--- src/rtl/mult_pkg.sv ---
// Shared types and helpers for the sequential shift-add multiplier.
package mult_pkg;

    typedef enum logic [1:0] {
        IDLE = 2'd0,
        RUN  = 2'd1,
        DONE = 2'd2
    } state_t;

    function automatic int clog2(input int value);
        int r;
        r = 0;
        for (int i = 0; i < 32; i++) begin
            if ((32'sd1 <<< i) < value) begin
                r = i + 1;
            end
        end
        return r;
    endfunction

endpackage

--- src/rtl/fa_row.sv ---
// WIDTH-bit ripple row of full-adder cells with carry-in and carry-out.
module fa_row #(
    parameter int WIDTH = 8
) (
    input  logic [WIDTH-1:0] x,
    input  logic [WIDTH-1:0] y,
    input  logic             cin,
    output logic [WIDTH-1:0] sum,
    output logic             cout
);

    logic [WIDTH:0] carry;

    assign carry[0] = cin;

    for (genvar i = 0; i < WIDTH; i++) begin : g_fa
        assign sum[i]     = x[i] ^ y[i] ^ carry[i];
        assign carry[i+1] = (x[i] & y[i]) | (carry[i] & (x[i] ^ y[i]));
    end

    assign cout = carry[WIDTH];

endmodule

--- src/rtl/seq_array_multiplier.sv ---
// Sequential shift-add WIDTH x WIDTH multiplier with valid/ready handshakes.
// Define MULT_SIGNED_EN to add the tc port and two's-complement operation.
module seq_array_multiplier
    import mult_pkg::*;
#(
    parameter int WIDTH = 8
) (
    input  logic                 clk,
    input  logic                 rst,
    input  logic                 in_valid,
    output logic                 in_ready,
    input  logic [WIDTH-1:0]     a,
    input  logic [WIDTH-1:0]     b,
`ifdef MULT_SIGNED_EN
    input  logic                 tc,
`endif
    output logic                 out_valid,
    input  logic                 out_ready,
    output logic [2*WIDTH-1:0]   product,
    output logic                 busy
);

    localparam int             CW   = clog2(WIDTH);
    localparam logic [CW-1:0]  LAST = CW'(WIDTH - 1);

    state_t             state;
    state_t             state_next;
    logic [CW-1:0]      count;
    logic [WIDTH-1:0]   mcand;
    logic [2*WIDTH-1:0] prod;
    logic [WIDTH-1:0]   addend;
    logic [WIDTH-1:0]   sum;
    logic               cin;
    logic               cout;
    logic               top_bit;
    logic               last_step;

    assign last_step = (count == LAST);

`ifdef MULT_SIGNED_EN
    logic tc_q;
    logic sub;

    // Last multiplier bit carries negative weight: subtract M instead of adding it.
    assign sub = tc_q & last_step & prod[0];

    // Operand selection for the adder row, signed build.
    always_comb begin
        addend  = {WIDTH{1'b0}};
        cin     = 1'b0;
        top_bit = cout;
        if (prod[0]) begin
            addend = sub ? ~mcand : mcand;
        end else begin
            addend = {WIDTH{1'b0}};
        end
        cin = sub;
        if (tc_q) begin
            top_bit = prod[2*WIDTH-1] ^ addend[WIDTH-1] ^ cout;
        end else begin
            top_bit = cout;
        end
    end

    // Operand-type flag captured alongside the operands.
    always_ff @(posedge clk or posedge rst) begin
        if (rst) begin
            tc_q <= 1'b0;
        end else if (state == IDLE && in_valid) begin
            tc_q <= tc;
        end else begin
            tc_q <= tc_q;
        end
    end
`else
    // Operand selection for the adder row, unsigned build.
    always_comb begin
        addend  = {WIDTH{1'b0}};
        cin     = 1'b0;
        top_bit = cout;
        if (prod[0]) begin
            addend = mcand;
        end else begin
            addend = {WIDTH{1'b0}};
        end
    end
`endif

    fa_row #(.WIDTH(WIDTH)) u_fa_row (
        .x    (prod[2*WIDTH-1:WIDTH]),
        .y    (addend),
        .cin  (cin),
        .sum  (sum),
        .cout (cout)
    );

    // State register.
    always_ff @(posedge clk or posedge rst) begin
        if (rst) begin
            state <= IDLE;
        end else begin
            state <= state_next;
        end
    end

    // Next-state logic.
    always_comb begin
        state_next = state;
        case (state)
            IDLE: begin
                if (in_valid) state_next = RUN;
                else          state_next = IDLE;
            end
            RUN: begin
                if (last_step) state_next = DONE;
                else           state_next = RUN;
            end
            DONE: begin
                if (out_ready) state_next = IDLE;
                else           state_next = DONE;
            end
            default: state_next = IDLE;
        endcase
    end

    // Operand capture and one shift-add step per RUN cycle.
    always_ff @(posedge clk or posedge rst) begin
        if (rst) begin
            mcand <= {WIDTH{1'b0}};
            prod  <= {(2*WIDTH){1'b0}};
            count <= {CW{1'b0}};
        end else begin
            case (state)
                IDLE: begin
                    if (in_valid) begin
                        mcand <= a;
                        prod  <= {{WIDTH{1'b0}}, b};
                        count <= {CW{1'b0}};
                    end
                end
                RUN: begin
                    prod  <= {top_bit, sum, prod[WIDTH-1:1]};
                    count <= count + CW'(1);
                end
                default: begin
                    prod <= prod;
                end
            endcase
        end
    end

    assign product   = prod;
    assign out_valid = (state == DONE);
    assign busy      = (state != IDLE);
    assign in_ready  = (state == IDLE) & ~rst;

endmodule
--- config.mk ---
export PLATFORM = sky130hd
export DESIGN_NAME = seq_array_multiplier
export DESIGN_NICKNAME = d
export VERILOG_FILES = /design/src/rtl/mult_pkg.sv /design/src/rtl/fa_row.sv /design/src/rtl/seq_array_multiplier.sv
export SDC_FILE = /design/constraint.sdc
export NUM_CORES = 1
export LEC_CHECK = 0
export BUFFER_PORTS_ARGS = -buffer_cell sky130_fd_sc_hd__clkbuf_2
export CORE_MARGIN = 2
export CORE_UTILIZATION = 25
export CTS_CLUSTER_SIZE = 14
export DETAILED_ROUTE_END_ITERATION = 10
export GPL_TIMING_DRIVEN = 0
export PLACE_DENSITY = 0.5
export SYNTH_ARGS = -nofsm -noshare
export SYNTH_HDL_FRONTEND = slang
export SYNTH_HIERARCHICAL = 1
export SYNTH_SLANG_ARGS = --single-unit
--- constraint.sdc ---
create_clock -name clk -period 8 [get_ports clk]
set_clock_uncertainty 0.05 [all_clocks]
set_input_delay 2 -clock clk [delete_from_list [all_inputs] [get_ports clk]]
set_output_delay 2 -clock clk [all_outputs]
set_load 0.02 [all_outputs]
==> out/results.ini <==
[run_status]
status = completed

[detailed_routing]
wl_mm = 6.70
drc_errors = 0
via_per_inst = 4.65
avgRoutedWirePerCell_um = 13.1
drt_iter0_markers = 189
first_pass_iters = 4
antenna_left = 0
via_count = 2372

[setup_path]
required_ns = 5.95
critPathMaxFanout = 2
worstSetupStartpointType = input pin
worstPathCellList = clkbuf_2 -> nor2_1 -> clkbuf_2
r2r_end = product[14]
r2r.worst_path.cells = 15
worstSetupEndpointType = output port
crit_family = buffers and inverters
r2r-start = product[0]
crit_path_frequent_cell = clkbuf_2
max_stage_delay_ns = 0.17
slowest_stage = clkbuf_2
r2r_slack_ns = 3.83
criticalPathCategory = in2out
critPathArrivalTime_ns = 2.36
crit_buf_inv = 2

[die]
die_y_um = 114
initial_core_util = 0.253
die_area_sq_mm = 0.0129
row_count = 40
core_area_sq_mm = 0.0119
fp.dieW_um = 114
ios = 39

[synthesis]
seq_area_frac_synth = 0.484
synthXorXnorAreaFrac = 0.00292
synth_compound_area_frac = 0.0505
yosys_register_bits = 58
netlist_area_sq_mm = 0.00300
synth_edf_count = 0
ys.flop_type = dfrtp_1
synth_commonest_cells = dfrtp_1 (58), nand2_1 (54), mux2i_1 (23), nor2_1 (22), nand3_1 (21)
synth_area_per_cell_sq_um = 9.74
synth_top_family_by_area = simple AND/OR/NAND/NOR gates
synth_mux_area_frac = 0.107
synthCells = 308
synth_area_leader_cell = dfrtp_1
yosys_warnings = 6
synth.net_count = 337
synthAdderAreaFrac = 0.0576
synth.area.top_cells = dfrtp_1 (48%), mux2i_1 (7.7%), nand2_1 (6.8%), fa_1 (5.3%), nand3_1 (3.5%)
async_reset_ff_frac = 1.00
synth-simple-area-share = 0.262
yosysTopAreaCellShare = 0.484
yosysMostFrequentCell = dfrtp_1
synth_cell_types = 37

[global_routing]
grt.busiest_layer = met2
grt_pass1_vias = 2457
grt_util_met2 = 0.186
grtUsageTotal = 0.114
antenna_found_initial = 0
grt_use_met3 = 0.0223
grt_max_degree = 38
grt_use_met1 = 0.149
grt_pass1_wl_mm = 11.8
grt_overflow_total = 0

[timing]
rsz0062_at_grt = false
slew_violations = 0
finalSetupViolations = 0
final.setup.tns_ns = 0
fin_crit_sh = 0.551
hold_viol = 0
fmax_ghz = 0.227
worstMarginPinSlew_ns = 0.985
maxSlewHeadroom = 0.337
post-route-min-period_ns = 4.41

[clock_network]
clock_sinks = 58
cts_tree = done
clk_path_buf_depth = 2
cts-root-buf = clkbuf_16
cts_resized = 0
ctsHtreeMaxLevel = 3
cts_hold_buf = 0
cts_post_setup_buffers_inserted = 0
path_clk_slew_ns = 0.05
clock_latency_ns = 0.32
cts_made_buffers = 9

[flow_run]
maxCapViolCount = 0

[placed_design]
place.port_buffers = 38
place_hpwl_mm = 4.82
gp_congestion = 0.789

[power]
power_uw = 949
intPower_uw = 665
combPwrFrac = 0.200
pwr-share-seq = 0.397
p_per_area_mw_per_mm2 = 257
ir_drop_v = 0.000196
swShare = 0.300
p_leak_uw = 0.00181
p_sw_uw = 285
clockPowerShare = 0.404

[worst_hold_path]
whs_path_depth = 1
hold_end = mcand[0]
hold_path_class = reg2reg
min-delay-start = mcand[0]

[finish]
area_growth_pct = 23.1
drive_gt1_frac = 0.185
fillCellCount = 1222
nets = 387
diodes = 0

## routing by layer
layer / routed length, um / part of all wire
met1: 3140 / 0.47
met2: 3230 / 0.48
met3: 279 / 0.042
met4: 53 / 0.0079
met5: 0 / 0
## stage by stage
step           hold slack (ns)  std cells  setup WS, ns  area [sq um]   util
6_report                 0.444        510          3.59          3690  0.311
5_1_grt                  0.453        510          3.51          3690  0.311
4_1_cts                  0.441        510          3.59          3690  0.311
3_5_place_dp             0.428        494          3.59          3390  0.286
3_3_place_gp             0.422        493          3.61          3370  0.284
2_1_floorplan            0.396        308          3.66          3000      -
## sequential cells by signal, summed over array words and instances, names as in the netlist
signal   flops
count       32
product     16
mcand        8
state        2
## worst reg2reg max path, delay by kind of cell, from the launching register on
| family | cells | cell delay [ns] |
|---|---|---|
| buffers and inverters | 4 | 0.29 |
| DFF | 1 | 0.48 |
| adders and majority gates | 8 | 2.95 |
| and+or+nand+nor | 3 | 0.33 |
## power groups by stage
| stage | Combinational [uW] | Sequential [uW] | Clock (uW) |
|---|---|---|---|
| 6_report | 190 | 376 | 383 |
| 5_1_grt | 214 | 385 | 403 |
| 4_1_cts | 192 | 378 | 392 |
| 3_5_place_dp | 191 | 382 | 0 |
| 3_3_place_gp | 185 | 382 | 0 |
| 2_1_floorplan | 80.3 | 418 | 0 |
## cells by family (layout without fill, tap and decap cells)
logic type,Yosys count,in the layout
compound gates,25,25
xor+xnor,1,1
fa+ha+maj,9,9
buf+inv,28,83
flops,58,58
mux,31,31
other cells,1,1
simple gates,155,155
## placed cells by master (no fill, tap or decap), types with 2 or more instances in the layout
master     instances
and2_1             9
clkbuf_1          14
and3_1             4
clkbuf_8           2
o31ai_1            2
o21ai_0           10
inv_1             15
fa_1               8
nand4_1           14
dfrtp_1           58
nand2_1           54
or4_1              2
nor3_1             6
nor4b_1            2
mux2i_1           23
mux2_2             8
o22ai_1            8
clkbuf_2          38
nor4_1            10
nand3_1           21
clkbuf_16          9
nor2_1            22
and4_1             3
## cell type report
type	instances	area, sq um	area share
Buffer	12	46.3	0.0125
Clock buffer	14	264	0.0715
Clock inverter	2	35.0	0.00949
Inverter	16	60.1	0.0163
Multi-Input combinational cell	222	1440	0.390
Sequential cell	58	1450	0.393
Tap cell	147	184	0.0498
Timing Repair Buffer	39	210	0.0569
## worst max-delay path by stage
| stage | start | end | slack [ns] | cells past startpoint |
|---|---|---|---|---|
| after floorplan | rst | in_ready | 3.66 | 1 |
| after global placement | rst | in_ready | 3.61 | 3 |
| after detailed placement | rst | in_ready | 3.59 | 3 |
| after CTS | rst | in_ready | 3.59 | 3 |
| after global routing | rst | in_ready | 3.51 | 3 |
| final | rst | in_ready | 3.59 | 3 |
Power figures use the tool's default switching activity.
